===== config.mk =====
export PLATFORM = sky130hd
export DESIGN_NAME = modport_top
export DESIGN_NICKNAME = d
export VERILOG_FILES = /design/src/rtl/modport_top.sv
export SDC_FILE = /design/constraint.sdc
export NUM_CORES = 1
export LEC_CHECK = 0
export ABC_AREA = 1
export BUFFER_PORTS_ARGS = -buffer_cell sky130_fd_sc_hd__buf_2
export CORE_AREA = 2 2 272 274
export CTS_CLUSTER_DIAMETER = 50
export CTS_CLUSTER_SIZE = 8
export DETAILED_ROUTE_END_ITERATION = 6
export DIE_AREA = 0 0 274 276
export GPL_TIMING_DRIVEN = 0
export PLACE_DENSITY = 0.4
export SLEW_MARGIN = 40
export SYNTH_ARGS = -nofsm -noshare
export SYNTH_HDL_FRONTEND = slang
export SYNTH_SLANG_ARGS = --single-unit

===== constraint.sdc =====
create_clock -name clk -period 14.4 [get_ports clk]
set_input_delay 0 -clock clk [delete_from_list [all_inputs] [get_ports clk]]
set_output_delay 0 -clock clk [all_outputs]
set_load 0.02 [all_outputs]

===== src/rtl/modport_top.sv =====
// modport_top: PCIe 1-DW MRd/MWr completer bridging to an AXI4 master, one request in flight
// Ports: clk/rst; rx_req_tlp_* request sink; tx_cpl_tlp_* completion source;
//   completer_id for completion headers; max_payload_size ignored;
//   status_error_cor/uncor one-cycle pulses; m_axi_* AXI4 master.
// Macro MODPORT_TOP_ADDR64_EN enables 4DW (64-bit address) requests; without it they are unsupported.
`timescale 1ns/1ps
module modport_top #(
  parameter int TLP_DATA_WIDTH = 64,
  parameter int TLP_STRB_WIDTH = TLP_DATA_WIDTH/32,
  parameter int TLP_HDR_WIDTH  = 128,
  parameter int TLP_SEG_COUNT  = 1,
  parameter int AXI_DATA_WIDTH = 64,
  parameter int AXI_ADDR_WIDTH = 32,
  parameter int AXI_STRB_WIDTH = AXI_DATA_WIDTH/8,
  parameter int AXI_ID_WIDTH   = 8
) (
  input  logic                                   clk,
  input  logic                                   rst,
  input  logic [TLP_DATA_WIDTH-1:0]              rx_req_tlp_data,
  input  logic [TLP_SEG_COUNT*TLP_HDR_WIDTH-1:0] rx_req_tlp_hdr,
  input  logic [TLP_SEG_COUNT-1:0]               rx_req_tlp_valid,
  input  logic [TLP_SEG_COUNT-1:0]               rx_req_tlp_sop,
  input  logic [TLP_SEG_COUNT-1:0]               rx_req_tlp_eop,
  output logic                                   rx_req_tlp_ready,
  output logic [TLP_DATA_WIDTH-1:0]              tx_cpl_tlp_data,
  output logic [TLP_STRB_WIDTH-1:0]              tx_cpl_tlp_strb,
  output logic [TLP_SEG_COUNT*TLP_HDR_WIDTH-1:0] tx_cpl_tlp_hdr,
  output logic [TLP_SEG_COUNT-1:0]               tx_cpl_tlp_valid,
  output logic [TLP_SEG_COUNT-1:0]               tx_cpl_tlp_sop,
  output logic [TLP_SEG_COUNT-1:0]               tx_cpl_tlp_eop,
  input  logic                                   tx_cpl_tlp_ready,
  input  logic [15:0]                            completer_id,
  input  logic [2:0]                             max_payload_size,
  output logic                                   status_error_cor,
  output logic                                   status_error_uncor,
  output logic [AXI_ID_WIDTH-1:0]                m_axi_awid,
  output logic [AXI_ADDR_WIDTH-1:0]              m_axi_awaddr,
  output logic [7:0]                             m_axi_awlen,
  output logic [2:0]                             m_axi_awsize,
  output logic [1:0]                             m_axi_awburst,
  output logic                                   m_axi_awlock,
  output logic [3:0]                             m_axi_awcache,
  output logic [2:0]                             m_axi_awprot,
  output logic                                   m_axi_awvalid,
  input  logic                                   m_axi_awready,
  output logic [AXI_DATA_WIDTH-1:0]              m_axi_wdata,
  output logic [AXI_STRB_WIDTH-1:0]              m_axi_wstrb,
  output logic                                   m_axi_wlast,
  output logic                                   m_axi_wvalid,
  input  logic                                   m_axi_wready,
  input  logic [AXI_ID_WIDTH-1:0]                m_axi_bid,
  input  logic [1:0]                             m_axi_bresp,
  input  logic                                   m_axi_bvalid,
  output logic                                   m_axi_bready,
  output logic [AXI_ID_WIDTH-1:0]                m_axi_arid,
  output logic [AXI_ADDR_WIDTH-1:0]              m_axi_araddr,
  output logic [7:0]                             m_axi_arlen,
  output logic [2:0]                             m_axi_arsize,
  output logic [1:0]                             m_axi_arburst,
  output logic                                   m_axi_arlock,
  output logic [3:0]                             m_axi_arcache,
  output logic [2:0]                             m_axi_arprot,
  output logic                                   m_axi_arvalid,
  input  logic                                   m_axi_arready,
  input  logic [AXI_ID_WIDTH-1:0]                m_axi_rid,
  input  logic [AXI_DATA_WIDTH-1:0]              m_axi_rdata,
  input  logic [1:0]                             m_axi_rresp,
  input  logic                                   m_axi_rlast,
  input  logic                                   m_axi_rvalid,
  output logic                                   m_axi_rready
);
`ifdef MODPORT_TOP_ADDR64_EN
  localparam logic A64 = 1'b1;
`else
  localparam logic A64 = 1'b0;
`endif
  typedef enum logic [2:0] {IDLE, WR_ADDR, WR_RESP, RD_ADDR, RD_DATA, CPL} state_t;
  state_t                    r_state;
  logic [AXI_ADDR_WIDTH-1:0] r_addr;
  logic [AXI_STRB_WIDTH-1:0] r_wstrb;
  logic [31:0]               r_wdata, r_rdata;
  logic [15:0]               r_rid;
  logic [7:0]                r_tag;
  logic [2:0]                r_status;
  logic                      r_ur, r_awvalid, r_wvalid, r_arvalid, r_cpl_valid, r_cor, r_uncor;
  logic [127:0] w_hdr;
  logic [63:0]  w_a64;
  logic         w_ok, w_take, w_full, w_unused;
  assign w_hdr  = rx_req_tlp_hdr[127:0];
  // 4DW headers carry the low address in DW3; 3DW headers in DW2
  assign w_a64  = w_hdr[125] ? w_hdr[63:0] : {32'h0, w_hdr[63:32]};
  assign w_ok   = w_hdr[124:120] == 5'd0 && w_hdr[105:96] == 10'd1 && !w_hdr[127] && (A64 || !w_hdr[125]);
  assign w_take = rx_req_tlp_valid[0] && rx_req_tlp_ready;
  assign w_full = rx_req_tlp_sop[0] && rx_req_tlp_eop[0];
  assign w_unused = ^{max_payload_size, m_axi_bid, m_axi_rid, m_axi_rlast,
                      rx_req_tlp_data[TLP_DATA_WIDTH-1:32], w_hdr[119:106], w_hdr[71:68]};
  always_ff @(posedge clk) begin
    if (rst) begin
      r_state     <= IDLE;
      r_awvalid   <= 1'b0;
      r_wvalid    <= 1'b0;
      r_arvalid   <= 1'b0;
      r_cpl_valid <= 1'b0;
      r_cor       <= 1'b0;
      r_uncor     <= 1'b0;
    end else begin
      r_cor   <= 1'b0;
      r_uncor <= 1'b0;
      case (r_state)
        IDLE: if (w_take) begin
          r_addr   <= AXI_ADDR_WIDTH'(w_a64) & ~AXI_ADDR_WIDTH'(3);
          r_wdata  <= rx_req_tlp_data[31:0];
          r_wstrb  <= AXI_STRB_WIDTH'(w_hdr[67:64]) << {w_a64[2], 2'b00};
          r_rid    <= w_hdr[95:80];
          r_tag    <= w_hdr[79:72];
          r_rdata  <= 32'h0;
          r_ur     <= 1'b1;
          r_status <= 3'b001;
          if (!w_full) r_uncor <= 1'b1;
          else if (w_ok && w_hdr[126]) begin
            r_awvalid <= 1'b1;
            r_wvalid  <= 1'b1;
            r_state   <= WR_ADDR;
          end else if (w_ok) begin
            r_arvalid <= 1'b1;
            r_state   <= RD_ADDR;
          end else begin
            r_uncor <= 1'b1;
            if (!w_hdr[126]) begin
              r_cpl_valid <= 1'b1;
              r_state     <= CPL;
            end
          end
        end
        WR_ADDR: begin
          if (m_axi_awready) r_awvalid <= 1'b0;
          if (m_axi_wready) r_wvalid <= 1'b0;
          if ((!r_awvalid || m_axi_awready) && (!r_wvalid || m_axi_wready)) r_state <= WR_RESP;
        end
        WR_RESP: if (m_axi_bvalid) begin
          r_cor   <= |m_axi_bresp;
          r_state <= IDLE;
        end
        RD_ADDR: if (m_axi_arready) begin
          r_arvalid <= 1'b0;
          r_state   <= RD_DATA;
        end
        RD_DATA: if (m_axi_rvalid) begin
          r_rdata     <= m_axi_rdata[{r_addr[2], 5'b0} +: 32];
          r_ur        <= 1'b0;
          r_status    <= |m_axi_rresp ? 3'b100 : 3'b000;
          r_cor       <= |m_axi_rresp;
          r_cpl_valid <= 1'b1;
          r_state     <= CPL;
        end
        CPL: if (tx_cpl_tlp_ready) begin
          r_cpl_valid <= 1'b0;
          r_state     <= IDLE;
        end
        default: r_state <= IDLE;
      endcase
    end
  end
  assign rx_req_tlp_ready   = r_state == IDLE;
  assign status_error_cor   = r_cor;
  assign status_error_uncor = r_uncor;
  assign tx_cpl_tlp_valid   = TLP_SEG_COUNT'(r_cpl_valid);
  assign tx_cpl_tlp_sop     = TLP_SEG_COUNT'(r_cpl_valid);
  assign tx_cpl_tlp_eop     = TLP_SEG_COUNT'(r_cpl_valid);
  assign tx_cpl_tlp_strb    = TLP_STRB_WIDTH'(1);
  assign tx_cpl_tlp_data    = TLP_DATA_WIDTH'(r_rdata);
  // UR is a dataless Cpl (fmt 000, length 0); otherwise CplD with one DW
  assign tx_cpl_tlp_hdr = (TLP_SEG_COUNT*TLP_HDR_WIDTH)'({r_ur ? 32'h0A00_0000 : 32'h4A00_0001,
                            completer_id, r_status, 1'b0, 12'd4,
                            r_rid, r_tag, 1'b0, r_addr[6:2], 2'b00, 32'h0});
  assign m_axi_awid    = '0;
  assign m_axi_awaddr  = r_addr;
  assign m_axi_awlen   = 8'd0;
  assign m_axi_awsize  = 3'd2;
  assign m_axi_awburst = 2'b01;
  assign m_axi_awlock  = 1'b0;
  assign m_axi_awcache = 4'b0011;
  assign m_axi_awprot  = 3'b010;
  assign m_axi_awvalid = r_awvalid;
  assign m_axi_wdata   = {(AXI_DATA_WIDTH/32){r_wdata}};
  assign m_axi_wstrb   = r_wstrb;
  assign m_axi_wlast   = 1'b1;
  assign m_axi_wvalid  = r_wvalid;
  assign m_axi_bready  = r_state == WR_RESP;
  assign m_axi_arid    = '0;
  assign m_axi_araddr  = r_addr;
  assign m_axi_arlen   = 8'd0;
  assign m_axi_arsize  = 3'd2;
  assign m_axi_arburst = 2'b01;
  assign m_axi_arlock  = 1'b0;
  assign m_axi_arcache = 4'b0011;
  assign m_axi_arprot  = 3'b010;
  assign m_axi_arvalid = r_arvalid;
  assign m_axi_rready  = r_state == RD_DATA;
endmodule


-- After elaboration in Yosys (flattened, before gate mapping)
Index checks and enable logic that the tools add are counted.
- add/subtract/negate cells: 0
- $mul: 0
- div/mod/pow operators: 0
- magnitude comparators: 0
- equality and inequality tests: 21
- shift operators: 2
- muxes and demuxes: 50
- bitwise logic cells: 3
- reductions and logical operators: 29
- operators with widths (kind ; number):
    32-bit 2-to-1 mux ; 3
    32-bit one-hot mux with 2 select lines ; 1
    64-bit by 7-bit variable part select with 32-bit output ; 1
    3-bit 2-to-1 mux ; 13
    31-bit 2-to-1 mux ; 1
    1-bit 2-to-1 mux ; 24
    2-bit inequality test (second input constant) ; 10
    3-bit one-hot mux with 6 select lines ; 1
    8-bit AND reduction ; 2
    10-bit by 1-bit == test with 1-bit output (second input constant) ; 1
    1-bit one-hot mux with 2 select lines ; 5
    5-bit AND reduction ; 2
    2-bit by 1-bit inequality test with 1-bit output (second input constant) ; 4
    4-bit by 3-bit << shifter with 8-bit output ; 1
    1-bit logical AND ; 7
    3-bit by 2-bit == test with 1-bit output (second input constant) ; 2
    3-bit == test (second input constant) ; 2
    3-bit one-hot mux with 2 select lines ; 1
    6-bit AND reduction ; 1
    2-bit nonzero test ; 3
    5-bit logical NOT ; 1
    1-bit logical NOT ; 4
    4-bit by 2-bit inequality test with 1-bit output (second input constant) ; 1
    4-bit AND reduction ; 1
    9 further kinds ; 13
- bits in registers: 139
- latch bits: 0
- bits in writable memories: 0
- ROM bits: 0
- input port bits: 307
- output and inout port bits: 400
- memories: 0

-- Depth between registers and ports, before layout
- word-level depth: 9
- mapped depth: 10
- depth with buffers taken out: 10

-- Worst setup path after synthesis
OpenSTA, ideal clock, no wires.
- path type: register to register
- start point: reg r_state[1]
- end point: reg r_uncor, in the netlist status_error_uncor
- setup time: 77 ps
- arrival: 5126 ps
- data required time: 14323 ps
- setup slack: 9198 ps
- stages on the path, launching flop included: 6
- clock period less this slack: 5202 ps
- cells stage by stage: dfxtp_1 nor2_2 nand2_4 nor2_1 o21ai_0 inv_1
- word-level cells in the longest chain between the ends: 4
- elaborated cells on any way between the ends: 5
- those cells by class: 2 x bitwise; 3 x reduce/logical
- RTL lines (what ; RTL line ; RTL):
    start, declared ; 78 ; state_t r_state;
    start signal, assigned ; 99 ; r_state <= IDLE;
    start signal, assigned ; 123 ; r_state <= WR_ADDR;
    start signal, assigned ; 126 ; r_state <= RD_ADDR;
    3-bit logical NOT * ; 109, 164 ;
    1-bit logical AND ; 93 ; assign w_take = rx_req_tlp_valid[0] && rx_req_tlp_ready;
    1-bit inverter (no line) ; n/a ;
    3-bit OR reduction (no line) * ; n/a ;
    end signal, assigned ; 105 ; r_uncor <= 1'b0;
    end signal, assigned ; 108 ; r_uncor <= 1'b0;
    end signal, assigned ; 119 ; if (!w_full) r_uncor <= 1'b1;
    end, declared ; 85 ; logic r_ur, r_awvalid, r_wvalid, r_arvalid, r_cpl_valid, r_cor, r_uncor;
Every way passes the cells marked *; elsewhere a longest branch is shown, timed or not.
A chain may end at the register's enable or synchronous reset.

-- Final worst setup path
- start point: reg r_addr[2], in the netlist m_axi_araddr[2]
- end point: reg r_rdata[3], data pin
- word-level cells in the longest chain between the ends: 3
- RTL lines (what ; RTL line ; RTL):
    start, declared ; 79 ; logic [AXI_ADDR_WIDTH-1:0] r_addr;
    start signal, assigned ; 111 ; r_addr <= AXI_ADDR_WIDTH'(w_a64) & ~AXI_ADDR_WIDTH'(3);
    64-bit by 7-bit variable part select with 32-bit output ; 149 ; r_rdata <= m_axi_rdata[{r_addr[2], 5'b0} +: 32];
    32-bit 2-to-1 mux ; 148 ; RD_DATA: if (m_axi_rvalid) begin
    32-bit one-hot mux with 2 select lines ; 109 ; case (r_state)
    end signal, assigned ; 149 ;
    end, declared ; 81 ; logic [31:0] r_wdata, r_rdata;
Every way passes these cells. The select of a mux whose other input is x is not followed.

==> results.cfg <==
[run_status]
status = finished clean

[timing]
setup_viol_count_final = 0
min_period_ns = 2.80
fin_crit_sh = 0.194
max_freq_mhz = 357
final-hold-violation-count = 0
tns_ns = 0
rsz0062_at_grt = false
worstMarginPinSlew_ns = 0.696
drv_slew = 0
max_slew_margin = 0.536
skew_ns = 0.0272

[pwr]
power_frac_comb = 0.373
p_switching_mw = 0.622
p_sw_frac = 0.380
power_frac_clock = 0.284
pwr-share-seq = 0.343
vdd_drop_max_mv = 0.0477
power_density_nw_per_um2 = 115
p_int_mw = 1.01
leakage_nw = 6.95
power_mw = 1.63

[detailed_routing]
antenna_left = 0
vias_per_cell = 2.87
wl_per_cell_um = 13.4
drt-initial-drc-count = 245
vias = 7189
routed_wl_um = 33700
firstDrtPassIters = 5
remaining_drc_errors = 0

[setup_path]
reg2regPathDepth = 6
crit_path_frequent_cell = clkbuf_1
reg2reg_from = m_axi_araddr[2]$_DFFE_PP_
worst-path-buf-inv = 4
cpMaxStageDelayCell = edfxtp_1
r2r_slack_ns = 11.60
cp_max_fo = 10
endpoint_kind = flop
startpoint_type = flop
critical_path.max_stage_delay_ns = 0.60
crit_chain = clkbuf_1 > inv_1 > clkbuf_1 > nand2_1 > a21oi_1 > dlygate4sd3_1
arrival_ns = 3.15
crit_type = flop to flop
crit_required_ns = 14.75
critPathTopFamily = buffers and inverters
critPathLaunch = m_axi_araddr[2]$_DFFE_PP_
worstReg2RegEnd = r_rdata[3]$_SDFFCE_PN0P_

[min_path]
hold_start = m_axi_rdata[17]
hold_end = r_rdata[17]$_SDFFCE_PN0P_
hold_class = primary input to flop
holdPathStages = 3

[finish]
most-common-layout-cells = 445 x buf_2, 267 x buf_4, 203 x dlygate4sd3_1
fin_nets = 1837
n_fill_cell = 8090
multi_input_area_um2 = 1870
drive_gt1_frac = 0.511
regArea_um2 = 4050
final_common_cell = buf_2
syn_to_final_growth_pct = 92.2

[floorplanning]
die_area_um2 = 75600
core.rowCount = 99
die_y_um = 276
core_area_um2 = 72600
die_w_um = 274
initial_core_util = 0.102
num_io_pins = 707

[global_route]
grt_pass1_vias = 7121
grt_max_degree = 22
gr-max-usage-layer = met2
grt_util_met3 = 0.0353
grt_pass1_wl_um = 45600
grt-ovfl-total = 0
grt_antenna_before_repair = 18
grt_use_met2 = 0.158
grt_usage = 0.0858
use_met1 = 0.0819

[placement]
place_congestion = 0.787
portBuffers = 440
hpwl_um = 28400

[yosys]
ys_seq_elements = 138
yosysSeqAreaShare = 0.547
syn_area_um2 = 7420
yosys_warnings = 0
synthCells = 682
ys_types = 23
avgSynthCellArea_um2 = 10.9

[cts]
cts_resized = 0
cts_root_buf = clkbuf_16
cts_sinks = 138
htreeDepth = 4
holdBufCountCts = 203
clk_transition_reported_paths_ns = 0.08
clk_path_buf_depth = 2
tritoncts = yes
clock_latency_ns = 0.48
cts_setup_buffers = 0
numCtsBuffers = 17

[job]
maxCapViolCount = 0
per-layer routing:
metal | part of all wire | wire [µm] | vias to the layer above
met5 | 0.0016 | 53 | -
met1 | 0.35 | 11800 | 3154
met4 | 0.038 | 1270 | 8
met2 | 0.50 | 16900 | 465
met3 | 0.11 | 3600 | 55
li1 | - | - | 3507
kinds of logic (layout without fill, tap and decap cells):
logic type             Yosys count  count (layout)  synth area share
AO/OA/AOI/OAI                   49              49            0.0346
multiplexers                    29              29            0.0440
buffers and inverters          311             998             0.291
other                            2             180           0.00101
flip-flops                     138             138             0.547
AND/OR/NAND/NOR                153             153            0.0832
synth_stat cells (all sizes together):
library cell  instances  area (µm²)
mux2                 29         327
buf                 265        1980
dfxtp                 9         180
nor3b                 1        7.51
nand2               103         394
nand3b                1        7.51
o21ai                 8        40.0
a21oi                41         216
nor3                  2        10.0
clkinv                1        3.75
nand4                 2        12.5
inv                  35         131
clkbuf               10        37.5
edfxtp              129        3870
conb                  2        7.51
nand3                 8        40.0
nor2                 36         145
cell type report:
class                           count  area share
Antenna cell                        4    0.000702
Buffer                            275       0.142
Tap cell                          959      0.0842
Sequential cell                   138       0.284
Inverter                           36     0.00948
Multi-Input combinational cell    407       0.131
Clock buffer                       17      0.0298
Clock inverter                     15      0.0117
Timing Repair Buffer              655       0.307
worst max path at each step:
| stage | end | depth (start not counted) |
|---|---|---|
| after floorplan | status_error_uncor$_SDFF_PP0_ | 5 |
| after global placement | status_error_uncor$_SDFF_PP0_ | 5 |
| after detailed placement | r_rdata[17]$_SDFFCE_PN0P_ | 4 |
| after CTS | r_rdata[3]$_SDFFCE_PN0P_ | 6 |
| after global routing | r_rdata[3]$_SDFFCE_PN0P_ | 6 |
| final | r_rdata[3]$_SDFFCE_PN0P_ | 6 |
metrics by stage:
step / setup slack [ns] / util / cells / hold slack (ns) / cell area [µm²]
2_1_floorplan: 9.20 / - / 856 / 0.0691 / 8070
3_3_place_gp: 7.02 / 0.158 / 2255 / 0.177 / 11500
3_5_place_dp: 11.87 / 0.160 / 2267 / 0.178 / 11600
4_1_cts: 11.45 / 0.196 / 2502 / 0.0282 / 14200
5_1_grt: 11.34 / 0.196 / 2506 / 0.0522 / 14300
6_report: 11.60 / 0.196 / 2506 / 0.0236 / 14300
power groups by stage:
stage,registers [mW],clock network (mW),logic [mW]
finish,0.560,0.464,0.610
global placement,0.587,0,0.528
detailed placement,0.572,0,0.551
floorplan,0.650,0,0.260
global route,0.569,0.506,0.664
CTS,0.563,0.500,0.621
worst reg2reg max path, stage by stage (launching register included):
cell	delay [ns]
edfxtp_1	0.60
clkbuf_1	0.27
inv_1	0.24
clkbuf_1	0.51
nand2_1	0.33
a21oi_1	0.19
dlygate4sd3_1	0.55
flip-flops by register name, indices dropped and copies added, names as in the netlist:
signal and cells:
m_axi_araddr 30, m_axi_arvalid 1, m_axi_awvalid 1, m_axi_wstrb 8, m_axi_wvalid 1, r_rdata 32
r_rid 16, r_state 3, r_status 2, r_tag 8, r_ur 1, r_wdata 32
status_error_cor 1, status_error_uncor 1, tx_cpl_tlp_eop 1
No activity file was read; power rests on OpenSTA's default activity.
